[src/rtl/axicb_resp_router.sv]
// rtl/axicb_resp_router.sv - in-order response router for one crossbar slave port
//
// Records the arbiter's grant index for every address phase the slave
// accepts, then steers the slave's response beats back to that master in
// request order. Instantiate once per slave port and channel pair (AW->B,
// AR->R).
//
// Optional feature: define AXICB_RESP_ERR_CHECK_EN to build the sticky
// protocol checker behind err. Without it err is tied low.
//
// Ports:
//   aclk, aresetn, srst      clock, async active-low reset, sync active-high reset
//   grant[REQ_NB]            one-hot grant from the arbiter, valid with a_valid
//   a_valid, a_ready_in      arbitrated address handshake toward the slave
//   a_ready_out              address ready back to the master (a_ready_in & ~full)
//   s_valid/s_ready/s_last   slave response handshake and last-beat marker
//   s_data[DATA_W]           slave response payload
//   m_valid/m_ready[REQ_NB]  per-master response handshake
//   m_data, m_last           payload and last flag broadcast to all masters
//   err                      sticky protocol error flag

module axicb_resp_router #(
    parameter int REQ_NB      = 4,
    parameter int DATA_W      = 32,
    parameter int OSTDREQ_NUM = 4
) (
    input  logic              aclk,
    input  logic              aresetn,
    input  logic              srst,
    input  logic [REQ_NB-1:0] grant,
    input  logic              a_valid,
    input  logic              a_ready_in,
    output logic              a_ready_out,
    input  logic              s_valid,
    output logic              s_ready,
    input  logic              s_last,
    input  logic [DATA_W-1:0] s_data,
    output logic [REQ_NB-1:0] m_valid,
    input  logic [REQ_NB-1:0] m_ready,
    output logic [DATA_W-1:0] m_data,
    output logic              m_last,
    output logic              err
);

    localparam int IDX_W = (REQ_NB > 1) ? $clog2(REQ_NB) : 1;
    localparam int PTR_W = (OSTDREQ_NUM > 1) ? $clog2(OSTDREQ_NUM) : 1;
    localparam int CNT_W = PTR_W + 1;

    logic [IDX_W-1:0] mem_q [OSTDREQ_NUM];
    logic [PTR_W-1:0] wptr_q, wptr_d;
    logic [PTR_W-1:0] rptr_q, rptr_d;
    logic [CNT_W-1:0] count_q, count_d;

    logic             full;
    logic             empty;
    logic             push;
    logic             pop;
    logic [IDX_W-1:0] grant_idx;
    logic [IDX_W-1:0] head_idx;

    assign full  = (count_q == CNT_W'(OSTDREQ_NUM));
    assign empty = (count_q == '0);

    // Full blocks the push even if a pop lands on the same edge: the ready
    // path stays a pure function of registered state, no push-through.
    assign a_ready_out = a_ready_in & ~full;

    assign push = a_valid & a_ready_out;
    assign pop  = s_valid & s_ready & s_last;

    // Lowest set bit wins; an all-zero grant records master 0.
    always_comb begin
        grant_idx = '0;
        for (int i = REQ_NB - 1; i >= 0; i--) begin
            if (grant[i]) begin
                grant_idx = IDX_W'(i);
            end
        end
    end

    // Routing reads the registered head only; a request pushed this cycle
    // becomes visible next cycle.
    assign head_idx = mem_q[rptr_q];

    always_comb begin
        m_valid = '0;
        for (int i = 0; i < REQ_NB; i++) begin
            if (IDX_W'(i) == head_idx) begin
                m_valid[i] = s_valid & ~empty;
            end
        end
    end

    assign s_ready = ~empty & m_ready[head_idx];
    assign m_data  = s_data;
    assign m_last  = s_last;

    always_comb begin
        wptr_d  = wptr_q;
        rptr_d  = rptr_q;
        count_d = count_q;
        if (push) begin
            wptr_d = wptr_q + 1'b1;
        end
        if (pop) begin
            rptr_d = rptr_q + 1'b1;
        end
        case ({push, pop})
            2'b10:   count_d = count_q + 1'b1;
            2'b01:   count_d = count_q - 1'b1;
            default: count_d = count_q;
        endcase
    end

    always_ff @(posedge aclk or negedge aresetn) begin
        if (!aresetn) begin
            wptr_q  <= '0;
            rptr_q  <= '0;
            count_q <= '0;
            for (int i = 0; i < OSTDREQ_NUM; i++) begin
                mem_q[i] <= '0;
            end
        end else if (srst) begin
            wptr_q  <= '0;
            rptr_q  <= '0;
            count_q <= '0;
            for (int i = 0; i < OSTDREQ_NUM; i++) begin
                mem_q[i] <= '0;
            end
        end else begin
            wptr_q  <= wptr_d;
            rptr_q  <= rptr_d;
            count_q <= count_d;
            if (push) begin
                mem_q[wptr_q] <= grant_idx;
            end
        end
    end

`ifdef AXICB_RESP_ERR_CHECK_EN
    // wait_q marks that s_valid was already pending against an empty FIFO on
    // the previous cycle; a second consecutive such cycle is an error. It
    // restarts whenever the FIFO holds an entry or s_valid drops.
    logic wait_q, wait_d;
    logic err_q, err_d;

    always_comb begin
        wait_d = s_valid & empty;
        err_d  = err_q;
        if (push && !$onehot(grant)) begin
            err_d = 1'b1;
        end
        if (s_valid && empty && wait_q) begin
            err_d = 1'b1;
        end
    end

    always_ff @(posedge aclk or negedge aresetn) begin
        if (!aresetn) begin
            wait_q <= 1'b0;
            err_q  <= 1'b0;
        end else if (srst) begin
            wait_q <= 1'b0;
            err_q  <= 1'b0;
        end else begin
            wait_q <= wait_d;
            err_q  <= err_d;
        end
    end

    assign err = err_q;
`else
    assign err = 1'b0;
`endif

endmodule
[config.mk]
export PLATFORM = sky130hd
export DESIGN_NAME = axicb_resp_router
export DESIGN_NICKNAME = d
export VERILOG_FILES = /design/src/rtl/axicb_resp_router.sv
export SDC_FILE = /design/constraint.sdc
export NUM_CORES = 1
export LEC_CHECK = 0
export CAP_MARGIN = 5
export CORE_MARGIN = 2
export CORE_UTILIZATION = 35
export CTS_CLUSTER_SIZE = 25
export DETAILED_ROUTE_END_ITERATION = 8
export PLACE_DENSITY = 0.89
export SLEW_MARGIN = 5
export SYNTH_ARGS = -nofsm -noshare
export SYNTH_HDL_FRONTEND = slang
export SYNTH_SLANG_ARGS = --single-unit
[constraint.sdc]
create_clock -name aclk -period 3.89 [get_ports aclk]
set_input_delay 0.778 -clock aclk [delete_from_list [all_inputs] [get_ports aclk]]
set_output_delay 0.778 -clock aclk [all_outputs]
set_load 0.1 [all_outputs]
== Word-level counts from Yosys, hierarchy flattened ==
Cells that the tools add are included.
Word-level totals
  output and inout port bits: 40
  bits in registers: 15
Operators by class
  muxes and demuxes: 24
  add/sub/neg operators: 4
  bitwise gates (word level): 10
  equality and inequality tests: 6
  order comparisons: 4
  reduce and logical (&&, ||, !) cells: 6
Operator list (count)
  2-bit two-way mux: 11
  8-bit two-way mux: 2
  8-bit bitwise mux: 1
  1-bit bitwise AND: 6
  3-bit greater-or-equal comparator (second input constant): 2
  2-bit inverter with 3-bit output: 2
  3-bit case mux with 2 select lines: 1
  1-bit two-way mux: 5
  2-bit by 1-bit adder with 2-bit output (second input constant): 2
  2-bit binary-select mux with 2-bit select: 1
  2-bit demux with 2-bit select: 1
  2-bit == test (first input constant): 2
  2-bit nonzero test: 2
  3-bit by 1-bit adder with 3-bit output (second input constant): 1
  3-bit == test (second input constant): 1
  3-bit logical NOT: 1
  2-bit by 3-bit less-than comparator with 1-bit output (second input constant): 1
  3-bit by 1-bit less-than comparator with 1-bit output (second input constant): 1
  3-bit two-way mux: 1
  3-bit nonzero test: 1
  3-bit by 1-bit subtractor with 3-bit output (second input constant): 1
  1-bit binary-select mux with 2-bit select: 1
  1-bit by 2-bit == test with 1-bit output (first input constant): 1
  2-bit by 1-bit == test with 1-bit output (second input constant): 1
  4 further kinds: 5

== Longest topological paths before layout ==
  word-level depth: 12
  mapped depth: 9
  depth with buffers taken out: 8

== Worst setup path after synthesis ==
OpenSTA, ideal clock, no wires.
  path type: in2out
  start: input port s_valid
  end: output port m_valid[0]
  arrival: 3.236 ns
  path slack: -0.124 ns
  stages on the path: 2
  path through: nor2b_1 -> nor3b_1
Between the ends
  longest elaborated chain between the ends: 2
RTL lines
  start, declared: line 34  | input logic s_valid,
  1-bit bitwise AND: line 89  | m_valid[i] = s_valid & ~empty;
  1-bit two-way mux: line 88  | if (IDX_W'(i) == head_idx) begin
  end, declared: line 38  | output logic [REQ_NB-1:0] m_valid,
No other way between the ends.

== Final worst setup path ==
  start: register rptr_q[0]
  end: output port s_ready
Between the ends
  longest elaborated chain between the ends: 7
RTL lines
  start, declared: line 51  | logic [PTR_W-1:0] rptr_q, rptr_d;
  start signal, assigned: line 132  | rptr_q <= rptr_d;
  2-bit inverter with 3-bit output (not written as such): line 83  | assign head_idx = mem_q[rptr_q];
  2-bit binary-select mux with 2-bit select: line 83
  2-bit two-way mux (not written as such) (2 in a row): line 83
  1-bit binary-select mux with 2-bit select: line 94  | assign s_ready = ~empty & m_ready[head_idx];
  1-bit two-way mux (not written as such): line 94
  1-bit bitwise AND: line 94
  end, declared: line 35  | output logic s_ready,
No other way between the ends. The select of a mux whose other input is x is not followed.

==> reports/metrics.cfg <==
[outcome]
outcome=complete, no violations

[sta]
setup_viol=0
hold_ws_ns=0.5129
skew_ns=0.007814
fin_crit_sh_pct=78.66
min_period_ns=3.060
relSlewSlack_pct=34.35
fmax_mhz=326.8
rsz0062_at_grt=false
worst_pin_slew_ns=0.9694
slew_violations=0
finalHoldViolations=0
fin_setup_tns_ns=0

[clock_network]
h-tree-depth=1
cts_tree=yes
ctsLongestPathBuffers=2
numCtsBuffers=3
path_clk_slew_ns=0.09
post_cts_buffers=0
clkLatencyLatePin_ns=0.29
cts_hold_buffers=0
cts-root-buf=clkbuf_4
clock-sinks=15
cts_resized=0

[routing]
wl_per_cell_um=13.15
drtIter0Drc=38
vias=881
wirelength_um=2170
post_drt_via_cell_ratio=5.339
detail_route.first_pass.iterations=4
drc_errors=0
ant_nets=0

[setup_path]
worst_path_largest_cell_delay_ns=0.61
crit_required_ns=3.11
start_kind=register
critical_path_class=register to output port
r2r_setup_slack_ns=0.95
reg2regPathDepth=8
cp.arrival_ns=2.28
r2r_start=rptr_q[0]$_DFFE_PN0P_
cp.depth=5
r2r-end=count_q[2]$_DFFE_PN0P_
critPathMaxFanout=12
end_kind=output port
crit_family=multiplexers
crit_buf_inv=1
cp_cell_sequence=mux4_2 > mux2i_1 > mux2_2 > nor2_1 > buf_4
slowest_stage=mux4_2

[hold_path]
hp-start=mem_q[1]$_DFFE_PN0P_
min_path_type=register to register
min_path_cells=1
holdPathEnd=mem_q[1]$_DFFE_PN0P_

[cells_and_area]
nets=172
n_antenna_cell=0
area_growth_pct=0.6142
final_layout_size_suffix_gt1_share_pct=11.76

[synthesis]
ys_seq_area_share_pct=30.71
synth_cell_types=33
syn_nets=185
yosys_warnings=0
synthMuxAreaShare_pct=6.244
synthXorXnorAreaFrac_pct=0.7165
synth_flop_cell=dfrtp_1
syn_inst=133
synth_adder_area_share_pct=5.732
synthesis.area_um2=1222
synth-compound-area-share_pct=17.60
syn_avg_cell_area_um2=9.191
async_flop_share_pct=100.0
synth-simple-area-share_pct=14.74
synth-edff-count=0
synth_top_family_by_area=buffers and inverters
synth_seq_cells=15

[floorplan]
num_rows=21
fp.dieW_um=63.10
die-height_um=63.10
ioPinCount=87
start_util_pct=36.63
dieArea_um2=3982
core_area_um2=3337

[global_route]
grt_pass1_vias=880
overflow=0
track_usage_pct=12.14
antenna_found_initial=0
grt_pass1_wl_um=3926
grt_max_degree=22

[power]
power_density_nw_per_um2=287.5
vdd_drop_max_mv=0.06038
power.leakage_nw=0.5186

[place]
routabilityCongestion=0.8004
io_buffers=21
place_hpwl_um=1685

[flow_run]
drv_cap=0

==> power breakdown <==
part           internal [mW]  leakage [nW]  switching (mW)
sequential             0.160         0.207         0.00733
combinational         0.0340         0.296          0.0615
clock                 0.0399        0.0150          0.0505
total                  0.234         0.519           0.119
==> worst max-delay path by stage <==
stage	startpoint	endpoint	slack [ns]
after CTS	rptr_q[0]$_DFFE_PN0P_	s_ready	0.81
final	rptr_q[0]$_DFFE_PN0P_	s_ready	0.83
after detailed placement	a_ready_in	count_q[2]$_DFFE_PN0P_	0.64
after floorplan	rptr_q[0]$_DFFE_PN0P_	s_ready	0.26
after global placement	a_ready_in	count_q[2]$_DFFE_PN0P_	0.71
after global routing	rptr_q[0]$_DFFE_PN0P_	s_ready	0.68
==> layer usage <==
metal	global-route usage, %	wire (um)	up-vias
met5	0	0	-
met1	15.52	983	422
met3	3.393	157	9
met4	6.667	36	0
li1	-	-	419
met2	18.48	992	31
==> area by class of cell <==
class / count / area, um^2
tap: 46 / 57.56
clock buffer: 4 / 26.28
inverter: 5 / 18.77
fill: 341 / 2107
multi-input combinational: 74 / 559.3
timing repair buffer: 21 / 192.7
sequential: 15 / 375.4
==> logic make-up after synthesis <==
family | Yosys count
buffers and inverters | 44
AND/OR/NAND/NOR | 32
AO/OA/AOI/OAI | 30
flip-flops | 15
adder cells (fa/ha/maj) | 5
multiplexers | 5
other | 1
XOR/XNOR | 1
==> state kept, by name, indices dropped and copies added, names as in the netlist <==
| register | cells |
|---|---|
| mem_q | 8 |
| wptr_q | 2 |
| count_q | 3 |
| rptr_q | 2 |
==> synthesized netlist by cell type (2+ instances only) <==
| cell | n | share of area [%] |
|---|---|---|
| a211o_1 | 3 | 2.1 |
| a21oi_1 | 9 | 3.7 |
| a22o_1 | 8 | 5.7 |
| buf_4 | 34 | 21 |
| clkbuf_1 | 5 | 1.5 |
| dfrtp_1 | 15 | 31 |
| ha_1 | 4 | 4.1 |
| inv_1 | 5 | 1.5 |
| mux2i_1 | 2 | 1.6 |
| mux4_2 | 2 | 3.7 |
| nand2_1 | 8 | 2.5 |
| nand3b_1 | 3 | 1.8 |
| nor2_1 | 4 | 1.2 |
| nor3_1 | 3 | 1.2 |
| nor3b_1 | 4 | 2.5 |
| nor4_1 | 2 | 1.0 |
| o21bai_1 | 2 | 1.2 |
| o22ai_1 | 3 | 1.5 |
| or3_1 | 2 | 1.0 |
| or4_1 | 2 | 1.2 |
==> stage by stage <==
stage	area [um^2]	util [%]	worst slack (ns)	total power, mW	instances
floorplan	1227	-	0.2576	0.3922	133
global placement	1204	36.07	0.7079	0.2644	161
detailed placement	1204	36.07	0.6387	0.2665	161
CTS	1230	36.86	0.8117	0.3553	165
global route	1230	36.86	0.6811	0.3719	165
finish	1230	36.86	0.8302	0.3536	165
==> cell usage in the layout, fill, tap and decap left out, types with 2 or more instances in the layout <==
| cell | count |
|---|---|
| nor2_1 | 4 |
| mux4_2 | 2 |
| dfrtp_1 | 15 |
| nor3_1 | 3 |
| buf_4 | 7 |
| clkbuf_4 | 3 |
| ha_1 | 4 |
| o21bai_1 | 2 |
| nand2_1 | 8 |
| nor3b_1 | 3 |
| clkdlybuf4s50_1 | 14 |
| or4_1 | 2 |
| inv_1 | 5 |
| mux2i_1 | 2 |
| o22ai_1 | 3 |
| a21oi_1 | 9 |
| a22o_1 | 8 |
| a211o_1 | 3 |
| nor4_1 | 2 |
| or3_1 | 2 |
| nand3b_1 | 3 |
(Power assumes the default switching activity.)
